`src/rtl/apb_cmd_master.sv`:
```
// apb_cmd_master: single-command APB3 master bridging a valid/ready
// command port to a registered IDLE/SETUP/ACCESS/RESP transfer.
//
// Ports:
//   PCLK, PRESETn                  clock, synchronous active-low reset
//   cmd_valid/cmd_ready            command handshake (ready only in IDLE)
//   cmd_addr/cmd_write/cmd_wdata   command payload, latched on handshake
//   rsp_valid/rsp_ready            response handshake
//   rsp_rdata/rsp_err              read data (0 for writes), error flag
//   PSEL/PENABLE/PWRITE/PADDR/PWDATA  APB3 master outputs
//   PRDATA/PREADY/PSLVERR          APB3 slave returns
module apb_cmd_master #(
    parameter int unsigned P_TIMEOUT  = 16,
    parameter logic [31:0] P_ERR_DATA = 32'hDEAD_BEEF
) (
    input  logic        PCLK,
    input  logic        PRESETn,
    input  logic        cmd_valid,
    output logic        cmd_ready,
    input  logic [31:0] cmd_addr,
    input  logic        cmd_write,
    input  logic [31:0] cmd_wdata,
    output logic        rsp_valid,
    input  logic        rsp_ready,
    output logic [31:0] rsp_rdata,
    output logic        rsp_err,
    output logic        PSEL,
    output logic        PENABLE,
    output logic        PWRITE,
    output logic [31:0] PADDR,
    output logic [31:0] PWDATA,
    input  logic [31:0] PRDATA,
    input  logic        PREADY,
    input  logic        PSLVERR
);

    // Wide enough to hold P_TIMEOUT itself, so the count never wraps.
    localparam int unsigned CW =
        (P_TIMEOUT == 0) ? 1 : $clog2(P_TIMEOUT + 1);

    typedef enum logic [1:0] {
        IDLE,
        SETUP,
        ACCESS,
        RESP
    } state_t;

    state_t        state_q;
    logic [CW-1:0] cnt_q;
    logic [CW-1:0] cnt_d;
    logic          tmo_hit;

    logic          cmd_ready_q;
    logic          rsp_valid_q;
    logic [31:0]   rsp_rdata_q;
    logic          rsp_err_q;
    logic          psel_q;
    logic          penable_q;
    logic          pwrite_q;
    logic [31:0]   paddr_q;
    logic [31:0]   pwdata_q;

    assign cnt_d = cnt_q + CW'(1);

    // This wait cycle is the P_TIMEOUT-th one without PREADY.
    assign tmo_hit = (P_TIMEOUT != 0) && (32'(cnt_d) == P_TIMEOUT);

    always_ff @(posedge PCLK) begin
        if (!PRESETn) begin
            state_q     <= IDLE;
            cnt_q       <= '0;
            cmd_ready_q <= 1'b0;
            rsp_valid_q <= 1'b0;
            rsp_rdata_q <= '0;
            rsp_err_q   <= 1'b0;
            psel_q      <= 1'b0;
            penable_q   <= 1'b0;
            pwrite_q    <= 1'b0;
            paddr_q     <= '0;
            pwdata_q    <= '0;
        end else begin
            unique case (state_q)
                IDLE: begin
                    cmd_ready_q <= 1'b1;
                    if (cmd_valid && cmd_ready_q) begin
                        cmd_ready_q <= 1'b0;
                        paddr_q     <= cmd_addr;
                        pwrite_q    <= cmd_write;
                        pwdata_q    <= cmd_wdata;
                        psel_q      <= 1'b1;
                        state_q     <= SETUP;
                    end
                end
                SETUP: begin
                    penable_q <= 1'b1;
                    state_q   <= ACCESS;
                end
                ACCESS: begin
                    if (PREADY) begin
                        rsp_rdata_q <= pwrite_q ? 32'd0 : PRDATA;
                        rsp_err_q   <= PSLVERR;
                        rsp_valid_q <= 1'b1;
                        psel_q      <= 1'b0;
                        penable_q   <= 1'b0;
                        cnt_q       <= '0;
                        state_q     <= RESP;
                    end else if (tmo_hit) begin
                        // Slave never answered: abandon the transfer.
                        rsp_rdata_q <= P_ERR_DATA;
                        rsp_err_q   <= 1'b1;
                        rsp_valid_q <= 1'b1;
                        psel_q      <= 1'b0;
                        penable_q   <= 1'b0;
                        cnt_q       <= '0;
                        state_q     <= RESP;
                    end else if (P_TIMEOUT != 0) begin
                        cnt_q <= cnt_d;
                    end
                end
                RESP: begin
                    if (rsp_ready) begin
                        rsp_valid_q <= 1'b0;
                        cmd_ready_q <= 1'b1;
                        state_q     <= IDLE;
                    end
                end
                default: begin
                    state_q <= IDLE;
                end
            endcase
        end
    end

    assign cmd_ready = cmd_ready_q;
    assign rsp_valid = rsp_valid_q;
    assign rsp_rdata = rsp_rdata_q;
    assign rsp_err   = rsp_err_q;
    assign PSEL      = psel_q;
    assign PENABLE   = penable_q;
    assign PWRITE    = pwrite_q;
    assign PADDR     = paddr_q;
    assign PWDATA    = pwdata_q;

endmodule

```
`config.mk`:
```
export PLATFORM = sky130hd
export DESIGN_NAME = apb_cmd_master
export DESIGN_NICKNAME = d
export VERILOG_FILES = /design/src/rtl/apb_cmd_master.sv
export SDC_FILE = /design/constraint.sdc
export NUM_CORES = 1
export LEC_CHECK = 0
export CAP_MARGIN = 5
export CELL_PAD_IN_SITES_DETAIL_PLACEMENT = 1
export CELL_PAD_IN_SITES_GLOBAL_PLACEMENT = 2
export CORE_MARGIN = 3
export CORE_UTILIZATION = 20
export DETAILED_ROUTE_END_ITERATION = 10
export PLACE_DENSITY = 0.86
export SYNTH_ARGS = -nofsm -noshare
export SYNTH_HDL_FRONTEND = slang
export SYNTH_SLANG_ARGS = --single-unit
export TNS_END_PERCENT = 30
```
`constraint.sdc`:
```
create_clock -name PCLK -period 1.6 [get_ports PCLK]
set_input_delay 0.16 -clock PCLK [delete_from_list [all_inputs] [get_ports PCLK]]
set_output_delay 0.16 -clock PCLK [all_outputs]
set_load 0.01 [all_outputs]
```
==> flow_summary.ini, run 1 <==
[worst_setup_path]
r2r-end = rsp_rdata[27]
crit_fanout = 18
cp.required_ns = 1.83
crit_buf_inv = 2
crit_path_end_kind = flop
r2r_slack_ns = 0.01
startpoint_type = flop
arrival_ns = 1.82
reg2reg_depth = 6
crit_chain = and4b_1 > a21o_1 > buf_4 > buf_12 > a211oi_1 > nor4_2
crit_slowest_cell = dfxtp_1
r2r-start = cnt_q[4]
crit_family = compound AO/OA/AOI/OAI gates
slowest_delay_ns = 0.37
cp-startpoint = cnt_q[4]
worst-path-stages = 6
worstSetupPathType = flop to flop

[yosys]
ys_types = 40
ys_warn_count = 0
synth_compound_area_frac = 0.2172
synth.cell_area_mm2 = 0.004506
synth-xor-area-share = 0
synth_area_leaders = dfxtp_1 (48%), a21oi_1 (12%), nand2_1 (11%), a211oi_1 (4.5%), nor4_2 (4.4%)
syn_avg_cell_area_um2 = 8.177
synth-simple-area-share = 0.2316
synth_top_flop_cell = dfxtp_1
synth_top_area_frac = 0.4843
synth_nets = 658
synthAdderAreaFrac = 0.01111
synth_edf_count = 0
synth_mux_area_frac = 0.004443
ys_ff_latch = 109
synth_most_common_cell = nand2_1
synth_top_family_by_area = simple AND/OR/NAND/NOR gates
ys_seq_area_frac = 0.4843
synth_common_cells = nand2_1 (137), dfxtp_1 (109), a21oi_1 (104)
synthCells = 551
ys_async_sr_fraction = 0
yosys.area.top_type = dfxtp_1

[timing]
period_share = 0.9930
period_needed_ns = 1.589
skew_ns = 0.01385
slew_violations = 0
tightest_slew_ns = 0.3436
hold_viol = 0
max_clock_freq_mhz = 629.4
slew-limit-headroom = 0.7680
finalSetupViolCount = 0
rsz0062_at_grt = yes

[status]
status = finished, final reports clean

[cts]
cts_tree = yes
clk_pin_slew_worst_paths_ns = 0.08
numClockSinks = 109
numCtsBuffers = 9
worstSkewPairLatency_ns = 0.35
cts_root_buffer = clkbuf_16
htreeDepth = 3
clockBufferDepth = 2

[layout]
area_growth_pct = 63.48
final_area_mm2 = 0.007366
final_nets = 860
final_layout_size_suffix_gt1_frac = 0.1069
diodes = 0

[min_path]
holdCritStartpoint = PREADY
whs_endpoint = rsp_err
hold_path_depth = 4
hp-class = input port to flop

[floorplan]
dieArea_mm2 = 0.02436
die_width_um = 156.1
initial_core_util = 0.2052
num_rows = 54
fp.dieH_um = 156.1
ios = 205
coreArea_mm2 = 0.02196

[power]
total_power_uw = 6911
power.leakage_uw = 0.002486
powerDensity_mw_per_mm2 = 938.2
ir_worst_vdd_mv = 0.4168

[routing]
drtIter0Drc = 206
vias = 4592
via_per_inst = 4.424
ant_nets = 0
routedWlPerCell_um = 15.81
firstDrtPassIters = 4
drc = 0
drt-total-wl_um = 16410

[grt]
grt_pass1_vias = 4593
antenna_found_initial = 0
grt_start_max_net_pins = 69
grt_pass1_wl_um = 25140
grt_usage = 0.1290
grt_overflow_total = 0

[placed_design]
dp_hpwl_um = 11430
gp_congestion = 0.7735
port_buffers = 204
placed_cell_area_mm2 = 0.007013

[job]
cap_violations = 0
==> report_power, final <==
| part | switching (uW) | internal, uW | total (uW) |
|---|---|---|---|
| Sequential | 111 | 2900 | 3010 |
| Clock | 1100 | 1220 | 2320 |
| Combinational | 750 | 826 | 1580 |
==> registers in the layout (all words and copies together) (netlist names), 2 cells and up <==
signal     count
PADDR         32
state_q        2
rsp_rdata     32
cnt_q          5
PWDATA        32
==> final cells by class <==
cell class,instances,area [um^2]
flip-flops and latches,109,2182
clock buffers,11,232.7
inverters,6,25.02
clock inverters,5,58.81
multi-input cells,390,2135
repair buffers,237,2382
fillers,2586,14590
well taps,280,350.3
==> timing repair <==
action,in CTS,in global routing
gates resized for setup,2,11
setup buffers,0,2
setup endpoints to repair,11,23
endpoints found under the hold margin,0,0
hold buffers,0,0
==> placed cells by master, fill, tap and decap left out, types with 2 or more instances in the layout <==
cell type	netlist	layout
clkdlybuf4s50_1	0	202
nand2_1	137	137
dfxtp_1	109	109
a21oi_1	104	104
nor2_1	35	33
buf_4	0	24
a211oi_1	27	23
nor4_2	16	16
o21ai_0	12	12
nor2b_1	10	9
clkbuf_16	0	9
a22oi_1	8	8
nor4_1	8	8
buf_12	0	7
inv_1	5	5
a211oi_2	0	4
ha_1	4	3
nand2b_1	2	2
o211ai_1	2	2
mux2i_1	2	2
clkinvlp_4	0	2
clkbuf_1	26	2
buf_6	3	2
==> metrics by stage <==
| stage | setup TNS (ns) | util | std cells | worst slack (ns) | hold slack (ns) |
|---|---|---|---|---|---|
| global route | -0.4142 | 0.3354 | 1038 | -0.05064 | 0.3425 |
| floorplan | 0 | - | 551 | 0.06614 | 0.2815 |
| CTS | -0.06259 | 0.3330 | 1036 | -0.03454 | 0.3273 |
| global placement | 0 | 0.3194 | 1020 | 0.04700 | 0.4408 |
| detailed placement | -0.6159 | 0.3194 | 1020 | -0.08548 | 0.4458 |
| finish | 0 | 0.3354 | 1038 | 0.01119 | 0.3438 |
==> metal layers <==
layer	routed length, um	vias to the layer above	global-route usage
li1	-	2309	-
met1	7520	2153	0.1698
met2	7577	118	0.2043
met3	1082	12	0.03828
met4	225	0	0.03960
met5	0	-	0
==> worst min-delay path: stages <==
cell      delay, ns
buf_2          0.12
buf_4          0.21
a211oi_1       0.06
nor2_1         0.10
==> cells by family (layout without fill, tap and decap cells) <==
| logic type | count (synthesis) | after routing |
|---|---|---|
| AOI/OAI and AO/OA | 165 | 165 |
| adders and majority gates | 4 | 4 |
| buffers and inverters | 52 | 259 |
| DFF | 109 | 109 |
| muxes | 2 | 2 |
| and+or+nand+nor | 219 | 219 |
==> worst max path at each step <==
stage                         end
global route        rsp_rdata[27]
global placement    rsp_rdata[17]
finish              rsp_rdata[27]
detailed placement           PSEL
CTS                     rsp_valid
floorplan           rsp_rdata[21]
Power figures use the tool's default switching activity.
==> run 2: changes to the inputs <==
Settings changed: CORE_MARGIN 3 to 2, GPL_ROUTABILITY_DRIVEN from default to 0.
==> flow_summary.ini, run 2 (synthesized netlist as in run 1, its figures left out) <==
[timing]
hold_viol = 0
fin_ws_ns = 0.1077
finalSetupViolCount = 0
rsz0062_at_grt = no
slew-limit-headroom = 0.7142
tns_ns = 0
tightest_slew_ns = 0.4283
period_needed_ns = 1.492
period_share = 0.9327
slew_violations = 0
skew_ns = 0.007517
max_clock_freq_mhz = 670.1

[power]
p_switching_uw = 2009
internal-power_uw = 5030
clock_power_share = 0.343
pwr-share-comb = 0.228
ir_worst_vdd_mv = 0.4807
power_switching_share = 0.2855
pwr-share-seq = 0.429
powerDensity_mw_per_mm2 = 942.4
power.leakage_uw = 0.002526

[layout]
fin_util = 0.3402
layout_commonest_cell = clkdlybuf4s50_1
final_area_mm2 = 0.007470
multi_input_area_mm2 = 0.002142
final_layout_size_suffix_gt1_frac = 0.1212
seq_area_mm2 = 0.002188
final_cell_mix = clkdlybuf4s50_1 (202), nand2_1 (137), dfxtp_1 (104), a21oi_1 (104), nor2_1 (32)
final_nets = 861
nFillCells = 2547
area_growth_pct = 65.79

[cts]
cts_tree = yes
clk_pin_slew_worst_paths_ns = 0.08
numClockSinks = 109
numCtsBuffers = 9
worstSkewPairLatency_ns = 0.36
hold_buffers = 0
htreeDepth = 3
clockBufferDepth = 2
cts_root_buffer = clkbuf_16

[grt]
grt_start_max_net_pins = 52
grt_overflow_total = 0
grt_pass1_vias = 4947
antenna_found_initial = 1
grt_usage = 0.1410
grt_pass1_wl_um = 26840

[status]
status = finished, final reports clean

[floorplan]
initial_core_util = 0.2052
ios = 205
num_rows = 54
coreArea_mm2 = 0.02196
fp.dieH_um = 154.1
die_width_um = 154.1
dieArea_mm2 = 0.02374

[placed_design]
dp_hpwl_um = 11860
port_buffers = 204
placed_cell_area_mm2 = 0.007091
dp_slack_ns = -0.08785

[worst_setup_path]
crit_path_end_kind = flop
arrival_ns = 1.75
worstSetupPathType = flop to flop
startpoint_type = flop
crit_fanout = 28
cp.required_ns = 1.86

[routing]
vias = 4721
ant_nets = 0
routedWlPerCell_um = 15.89
drc = 0
drtIter0Drc = 139
via_per_inst = 4.539
firstDrtPassIters = 4
drt-total-wl_um = 16530

[job]
cap_violations = 0

[min_path]
hp-class = input port to flop
run 2: cell types whose count changed in the layout (fill, tap and decap cells not counted), sizes merged:
| cell | change |
|---|---|
| inv | +1 |
| diode | +1 |
| clkinvlp | -2 |
| buf | +1 |
| clkbuf | -1 |
| clkinv | +2 |
run 2: critical path, cell delays in order (launching register included):
cell      delay [ns]
dfxtp_2         0.37
ha_2            0.21
and2_1          0.20
buf_12          0.21
a211oi_1        0.10
nor4_2          0.30
run 2: layout make-up:
cell class | count | area share
tap | 280 | 0.04690
clock inverter | 6 | 0.009380
sequential | 109 | 0.2930
timing repair buffer | 238 | 0.3283
inverter | 6 | 0.003350
antenna | 1 | 0.0003350
multi-input combinational | 390 | 0.2868
clock buffer | 10 | 0.03199
run 2: what timing repair did:
item	4_1_cts	5_1_grt
pin swaps	0	5
gates resized for setup	4	19
setup endpoints to repair	3	30
setup buffers	0	1
run 2: worst paths after layout:
check                           startpoint       endpoint  slack, ns  cells after the start
worst max register to register    cnt_q[1]  rsp_rdata[19]       0.11                      5
worst min-delay path                PREADY   rsp_rdata[2]       0.27                      3
worst max-delay path              cnt_q[1]  rsp_rdata[19]       0.11                      5
worst min register to register   PADDR[27]      PADDR[27]       0.45                      2
run 2: power by group through the flow:
stage	Clock (uW)	Sequential [uW]	Combinational, uW
final	2410	3020	1610
after global placement	0	3070	1590
after detailed placement	0	3080	1610
after global routing	2640	3050	1770
after CTS	2540	3020	1620
after floorplan	0	3150	606
run 2: metal layers:
metal | GRT usage | up-vias | routed length (um)
li1 | - | 2303 | -
met1 | 0.1738 | 2283 | 7240
met2 | 0.2347 | 123 | 7903
met3 | 0.04200 | 12 | 1109
met4 | 0.04762 | 0 | 274
met5 | 0 | - | 0
run 2: through the flow:
| stage | std cells | hold slack [ns] | total power, uW |
|---|---|---|---|
| after global routing | 1040 | 0.3155 | 7457 |
| after detailed placement | 1022 | 0.4455 | 4695 |
| final | 1040 | 0.2717 | 7040 |
| after CTS | 1038 | 0.2695 | 7182 |
| after global placement | 1022 | 0.4380 | 4664 |
| after floorplan | 551 | 0.2815 | 3760 |
==> run 3: changes to the inputs <==
Settings changed: SKIP_LAST_GASP from default to 1.
==> flow_summary.ini, run 3 (synthesized netlist as in run 1, its figures left out) <==
[floorplan]
dieArea_mm2 = 0.02374
initial_core_util = 0.2052
coreArea_mm2 = 0.02196
ios = 205
die_width_um = 154.1
num_rows = 54
fp.dieH_um = 154.1

[timing]
period_needed_ns = 1.567
slew_violations = 0
rsz0062_at_grt = yes
slew-limit-headroom = 0.7085
skew_ns = 0.007095
max_clock_freq_mhz = 638.3
fin_ws_ns = 0.03333
whs_ns = 0.2746
tightest_slew_ns = 0.4368
period_share = 0.9792
hold_viol = 0
finalSetupViolCount = 0

[grt]
grt_pass1_vias = 4947
grt_pass1_wl_um = 26830
grt_overflow_total = 0
grt_start_max_net_pins = 52
antenna_found_initial = 1
grt_usage = 0.1408

[worst_setup_path]
crit_slowest_cell = clkdlybuf4s50_1
arrival_ns = 1.41
crit_chain = clkdlybuf4s50_1
crit_family = buffers and inverters
slowest_delay_ns = 0.61
crit_fanout = 4
crit_path_end_kind = output pin
cp.required_ns = 1.44
crit_buf_inv = 1
worstSetupPathType = flop to output pin
startpoint_type = flop

[routing]
via_per_inst = 4.526
drtIter0Drc = 147
drc = 0
vias = 4707
routedWlPerCell_um = 15.90
drt-total-wl_um = 16540
firstDrtPassIters = 4
ant_nets = 0

[layout]
area_growth_pct = 65.87
layout_commonest_cell = clkdlybuf4s50_1
nFillCells = 2550
final_layout_size_suffix_gt1_frac = 0.1186
final_cell_mix = clkdlybuf4s50_1 (203), nand2_1 (137), dfxtp_1 (106)
final_nets = 861
fin_util = 0.3403
final_area_mm2 = 0.007473

[placed_design]
dp_slack_ns = -0.08785
placed_cell_area_mm2 = 0.007091
dp_hpwl_um = 11860
port_buffers = 204

[status]
status = finished, final reports clean

[cts]
worstSkewPairLatency_ns = 0.36
numCtsBuffers = 9
numClockSinks = 109
cts_root_buffer = clkbuf_16
clk_pin_slew_worst_paths_ns = 0.08
htreeDepth = 3
clockBufferDepth = 2
hold_buffers = 0
cts_tree = yes

[job]
cap_violations = 0

[power]
power.leakage_uw = 0.002511
ir_worst_vdd_mv = 0.4788
total_power_uw = 7046
powerDensity_mw_per_mm2 = 942.8

[min_path]
hp-class = input port to flop
==> run 3: cell types whose count changed in the layout (fill, tap and decap cells not counted), sizes merged <==
cell | before | now
clkinvlp | 0 | 1
inv | 8 | 7
dlymetal6s2s | 1 | 0
clkdlybuf4s50 | 202 | 203
==> run 3: worst paths after layout <==
kind / startpoint / to / slack [ns] / cells after the start
worst min-delay path: PREADY / rsp_rdata[2] / 0.27 / 3
worst max register to register: state_q[1] / cnt_q[4] / 0.04 / 6
worst max-delay path: PWRITE / PWRITE / 0.03 / 1
worst min register to register: PADDR[27] / PADDR[27] / 0.45 / 2
==> run 3: power breakdown <==
group          internal, uW  switching (uW)
sequential             2900             115
combinational           855             757
clock                  1280            1140
total                  5030            2010
==> run 3: metal layers <==
metal / track usage / vias to the layer above / wire, um
li1: - / 2300 / -
met1: 0.1736 / 2275 / 7214
met2: 0.2345 / 120 / 7950
met3: 0.04200 / 12 / 1096
met4: 0.04762 / 0 / 274
met5: 0 / - / 0
==> run 3: timing repair <==
action	in CTS	in global routing
endpoints found under the setup margin	3	38
pin swaps	0	4
buffers inserted	0	1
resized for setup	2	18
==> run 3: layout make-up <==
type	count	area [um^2]	share of cell area
clock buffer	10	239.0	0.03198
inverter	6	28.78	0.003851
timing repair buffer	238	2450	0.3278
multi-input combinational	390	2147	0.2873
clock inverter	6	70.07	0.009376
antenna	1	2.502	0.0003348
tap	280	350.3	0.04688
sequential	109	2186	0.2925
==> run 3: metrics by stage <==
stage               setup TNS, ns  std cells
floorplan                       0        551
global placement        -0.008546       1022
detailed placement        -0.1135       1022
CTS                      -0.05805       1038
global route             -0.07397       1040
finish                          0       1040
